==> config.mk <==
export PLATFORM = sky130hd
export DESIGN_NAME = pulse_conditioner
export DESIGN_NICKNAME = d
export VERILOG_FILES = /design/src/rtl/pulse_conditioner.sv
export SDC_FILE = /design/constraint.sdc
export NUM_CORES = 1
export LEC_CHECK = 0
export ABC_CLOCK_PERIOD_IN_PS = 2050
export BUFFER_PORTS_ARGS = -buffer_cell sky130_fd_sc_hd__buf_2
export CORE_MARGIN = 3
export CORE_UTILIZATION = 40
export CTS_CLUSTER_DIAMETER = 100
export DETAILED_ROUTE_END_ITERATION = 12
export PLACE_DENSITY = 0.59
export SLEW_MARGIN = 40
export SYNTH_ARGS = -nofsm -noshare
export SYNTH_HDL_FRONTEND = slang
export SYNTH_SLANG_ARGS = --single-unit
==> constraint.sdc <==
create_clock -name clk -period 2.05 [get_ports clk]
set_input_delay 0.41 -clock clk [delete_from_list [all_inputs] [get_ports clk]]
set_output_delay 0.41 -clock clk [all_outputs]
set_load 0.03 [all_outputs]
==> src/rtl/pulse_conditioner.sv <==
// Four-channel pulse input conditioner: 2-flop sync, glitch filter, rising-edge strobe, idle timeout.
// Optional per-channel rejected-glitch counters when PULSE_GLITCH_CNT_EN is defined.
module pulse_conditioner #(
   parameter int unsigned FILT_LEN = 4,
   parameter int unsigned TIMEOUT  = 40_000_000
) (
   input  logic clk,
   input  logic rst_n,
   input  logic pulse_in_0,
   input  logic pulse_in_1,
   input  logic pulse_in_2,
   input  logic pulse_in_3,
   output logic pulse_out_0,
   output logic pulse_out_1,
   output logic pulse_out_2,
   output logic pulse_out_3,
   output logic level_out_0,
   output logic level_out_1,
   output logic level_out_2,
   output logic level_out_3,
   output logic no_signal_0,
   output logic no_signal_1,
   output logic no_signal_2,
   output logic no_signal_3
`ifdef PULSE_GLITCH_CNT_EN
   ,
   output logic [15:0] glitch_cnt_0,
   output logic [15:0] glitch_cnt_1,
   output logic [15:0] glitch_cnt_2,
   output logic [15:0] glitch_cnt_3
`endif
);

   localparam int          NCH       = 4;
   localparam logic [7:0]  FILT_LAST = 8'(FILT_LEN - 1);
   localparam logic [31:0] IDLE_LAST = 32'(TIMEOUT - 1);

   logic [NCH-1:0] pin;
   logic [NCH-1:0] sync1;
   logic [NCH-1:0] s;
   logic [NCH-1:0] lvl;
   logic [NCH-1:0] strobe;
   logic [NCH-1:0] no_sig;
   logic [NCH-1:0] rise;
   logic [7:0]     cnt  [NCH];
   logic [31:0]    idle [NCH];

   assign pin = {pulse_in_3, pulse_in_2, pulse_in_1, pulse_in_0};

   // rise: the filter accepts a new high level on this edge
   always_comb begin
      rise = '0;
      for (int i = 0; i < NCH; i++) begin
         rise[i] = !lvl[i] && s[i] && (cnt[i] == FILT_LAST);
      end
   end

   always_ff @(posedge clk or negedge rst_n) begin
      if (!rst_n) begin
         sync1  <= '0;
         s      <= '0;
         lvl    <= '0;
         strobe <= '0;
         no_sig <= '1;
         for (int i = 0; i < NCH; i++) begin
            cnt[i]  <= '0;
            idle[i] <= '0;
         end
      end else begin
         sync1  <= pin;
         s      <= sync1;
         strobe <= rise;
         for (int i = 0; i < NCH; i++) begin
            if (s[i] == lvl[i]) begin
               cnt[i] <= '0;
            end else if (cnt[i] == FILT_LAST) begin
               lvl[i] <= s[i];
               cnt[i] <= '0;
            end else begin
               cnt[i] <= cnt[i] + 8'd1;
            end

            // A strobe always wins over timer saturation
            if (rise[i]) begin
               idle[i]   <= '0;
               no_sig[i] <= 1'b0;
            end else if (idle[i] == IDLE_LAST) begin
               no_sig[i] <= 1'b1;
            end else begin
               idle[i] <= idle[i] + 32'd1;
            end
         end
      end
   end

   assign pulse_out_0 = strobe[0];
   assign pulse_out_1 = strobe[1];
   assign pulse_out_2 = strobe[2];
   assign pulse_out_3 = strobe[3];
   assign level_out_0 = lvl[0];
   assign level_out_1 = lvl[1];
   assign level_out_2 = lvl[2];
   assign level_out_3 = lvl[3];
   assign no_signal_0 = no_sig[0];
   assign no_signal_1 = no_sig[1];
   assign no_signal_2 = no_sig[2];
   assign no_signal_3 = no_sig[3];

`ifdef PULSE_GLITCH_CNT_EN
   logic [15:0] gcnt [NCH];

   // An excursion is rejected when s returns to lvl while cnt is still running
   always_ff @(posedge clk or negedge rst_n) begin
      if (!rst_n) begin
         for (int i = 0; i < NCH; i++) begin
            gcnt[i] <= '0;
         end
      end else begin
         for (int i = 0; i < NCH; i++) begin
            if (s[i] == lvl[i] && cnt[i] != 8'd0 && gcnt[i] != 16'hFFFF) begin
               gcnt[i] <= gcnt[i] + 16'd1;
            end
         end
      end
   end

   assign glitch_cnt_0 = gcnt[0];
   assign glitch_cnt_1 = gcnt[1];
   assign glitch_cnt_2 = gcnt[2];
   assign glitch_cnt_3 = gcnt[3];
`endif

endmodule
==> run_results.csv <==
group,metric,value,unit
status,status,"completed",
power,power.leakage,4.59,nW
layout,nets,974,
placement,dp.cells,1209,
clocking,clk_pin_slew,0.07,ns
worst_setup_path,path_max_fanout,3,
yosys,syn_area,0.00878,mm^2
floorplan,initial_core_util,0.413,
global_routing,grt_pass1_wl,30800,um
clocking,htreeDepth,4,
detailed_routing,dr.pass1.iters,4,
clocking,cts_tree,"done",
sta,finClkSkew,0.0103,ns
global_routing,grt_pass1_vias,6566,
placement,gp_congestion,0.779,
sta,setup_viol,0,
worst_setup_path,end_kind,"flip-flop",
yosys,synth-main-ff-cell,"dfrtp_1",
yosys,synth_edf_count,0,
floorplan,fp.dieW,154,um
floorplan,die_height,154,um
floorplan,die-area,0.0238,mm^2
yosys,seq_area_frac_synth,0.513,
yosys,ys_seq_elements,180,
placement,dp_hpwl,11500,um
run,cap_violations,0,
yosys,synthArstFlopShare,1.00,
sta,slew_viol_final,0,
worst_setup_path,r2r_end,"lvl[3]",
sta,whs,0.0836,ns
worst_setup_path,critical_path_class,"reg2reg",
hold_path,min-delay-start,"pulse_in_0",
global_routing,antenna_found_initial,0,
sta,slew_headroom,0.671,
worst_setup_path,ff2ff_path_depth,5,
global_routing,grt_max_degree,56,
power,ir_drop,0.607,mV
sta,fmax,512,MHz
placement,dp_slack,0.0240,ns
floorplan,core,0.0213,mm^2
hold_path,holdPathStages,1,
hold_path,min_path_type,"in2reg",
detailed_routing,routed_wl,17700,um
worst_setup_path,crit_start,"cnt[0]",
layout,fillers,2001,
power,powerDensity,925,mW/mm^2
worst_setup_path,cp_data_required_time,2.36,ns
yosys,ys_types,49,
clocking,cts_root_buf,"clkbuf_16",
detailed_routing,routedWlPerCell,14.2,um
yosys,synthCells,905,
hold_path,hold_path_end,"sync1[0]",
placement,placed_cell_area,0.00949,mm^2
clocking,cts.sinks,180,
placement,port_buffers,17,
layout,postLayoutCellArea,0.0102,mm^2
clocking,cts_made_buffers,17,
yosys,syn_avg_cell_area,9.71,um^2
global_routing,grtUsageTotal,0.153,
detailed_routing,first_iter_violations,325,
sta,tightest_slew,0.494,ns
clocking,cts_setup_buffers,0,
yosys,syn-num-nets,923,
floorplan,io_pins,18,
layout,area_delta_synth_final,15.8,%
detailed_routing,via_count,6611,
layout,layoutNonFillerInstCount,1244,
layout,drive_above_1_share,0.121,
sta,min_period,1.95,ns
worst_setup_path,arrival,2.26,ns
sta,setup_ws,0.0951,ns
detailed_routing,ant_nets,0,
global_routing,grt_overflow,0,
yosys,ys_warn_count,0,
floorplan,std_cell_rows,53,
clocking,clk_latency,0.43,ns
worst_setup_path,crit_path_start_kind,"flip-flop",
worst_setup_path,reg2reg_setup_slack,0.1,ns
layout,antenna-diode-count,0,
sta,fin_crit_sh,0.954,
worst_setup_path,rr_startpoint,"cnt[0]",
clocking,clock_path_buffers,2,
sta,hold_viol,0,
detailed_routing,via_per_inst,5.31,
detailed_routing,drc,0,
==> through the flow <==
step	power [mW]	util	TNS [ns]
finish	9.41	0.478	0
global route	10.0	0.478	-0.000298
CTS	9.53	0.474	0
detailed placement	6.19	0.446	0
global placement	6.14	0.446	0
floorplan	5.56	-	0
==> timing repair <==
action / CTS / global route
hold endpoints to repair: 49 / 0
gates resized for setup: 0 / 12
hold buffers: 1 / 0
endpoints found under the setup margin: 0 / 49
==> cell usage after synthesis, types with 2 or more instances <==
cell	count	area, um^2
dfrtp_1	176	4400
nor2_1	156	586
xor2_1	76	666
nand3_1	67	335
nand2_1	47	176
nand4_1	43	269
and3_1	38	238
nor3_1	29	145
o21ai_0	29	145
xnor2_1	29	254
a21oi_1	26	130
or3_1	24	150
clkbuf_1	20	75.1
nor4_1	20	125
inv_1	16	60.1
and4_1	12	105
ha_1	12	150
and2_1	11	68.8
nor4b_1	10	87.6
a31oi_1	8	50.1
buf_4	5	37.5
dfstp_2	4	105
mux2i_1	4	40.0
nand2b_1	4	25.0
nor3_2	4	40.0
or4_1	4	30.0
a211oi_1	3	22.5
nor2b_1	3	18.8
a41oi_1	2	17.5
buf_2	2	10.0
nor3_4	2	32.5
nor4_2	2	25.0
==> cell type report <==
type	count	area, um^2	share of cell area
clock buffers	18	439	0.0432
clock inverters	14	148	0.0145
inverters	16	60.1	0.00590
multi-input cells	681	4130	0.406
flip-flops and latches	180	4510	0.443
well taps	275	344	0.0338
repair buffers	60	538	0.0529
==> power by group <==
part           internal, mW  total [mW]  switching [mW]
Sequential             3.99        4.40           0.403
Clock                  1.84        3.28            1.44
Combinational         0.712        1.73            1.02
==> how the worst max path moves through the flow <==
stage | cells after the start | slack [ns] | endpoint
after global placement | 5 | 0.04 | lvl[3]
after global routing | 6 | -0.0003 | idle[98]
after detailed placement | 5 | 0.02 | lvl[3]
after floorplan | 7 | 0.03 | idle[4]
after CTS | 5 | 0.007 | lvl[3]
final | 5 | 0.1 | lvl[3]
==> routing by layer <==
metal | track usage | part of all wire | vias to the layer above
met5 | 0 | 0 | -
met4 | 0.0408 | 0.011 | 0
met1 | 0.210 | 0.48 | 3222
met2 | 0.249 | 0.48 | 80
met3 | 0.0299 | 0.026 | 16
li1 | - | - | 3293
==> critical path: stages (launching register included) <==
cell and delay, ns:
dfrtp_1 0.35, ha_1 0.16, or4b_2 0.63, nor4_4 0.19
nor2b_1 0.18, mux2_2 0.34
==> kinds of logic (layout without fill, tap and decap cells) <==
| family | after synthesis | after routing | synth area share |
|---|---|---|---|
| AO/OA/AOI/OAI | 73 | 73 | 0.0461 |
| XOR/XNOR | 105 | 105 | 0.105 |
| adder cells (fa/ha/maj) | 12 | 12 | 0.0171 |
| buffers and inverters | 44 | 108 | 0.0221 |
| flip-flops | 180 | 180 | 0.513 |
| multiplexers | 5 | 5 | 0.00584 |
| AND/OR/NAND/NOR | 486 | 486 | 0.291 |
==> sequential cells by signal (all words and copies together), names as in the netlist <==
signal  cells
sync1       4
lvl         4
s           4
strobe      4
no_sig      4
idle      128
cnt        32
==> cell usage in the layout (no fill, tap or decap), drive strengths merged, types with 29 or more instances in the layout <==
master | netlist | routed
xnor2 | 29 | 29
nand3 | 68 | 68
nor2 | 156 | 156
and3 | 38 | 38
buf | 8 | 57
nor3 | 35 | 35
o21ai | 29 | 29
nand2 | 47 | 47
nand4 | 43 | 43
xor2 | 76 | 76
dfrtp | 176 | 176
Power figures use the tool's default switching activity.
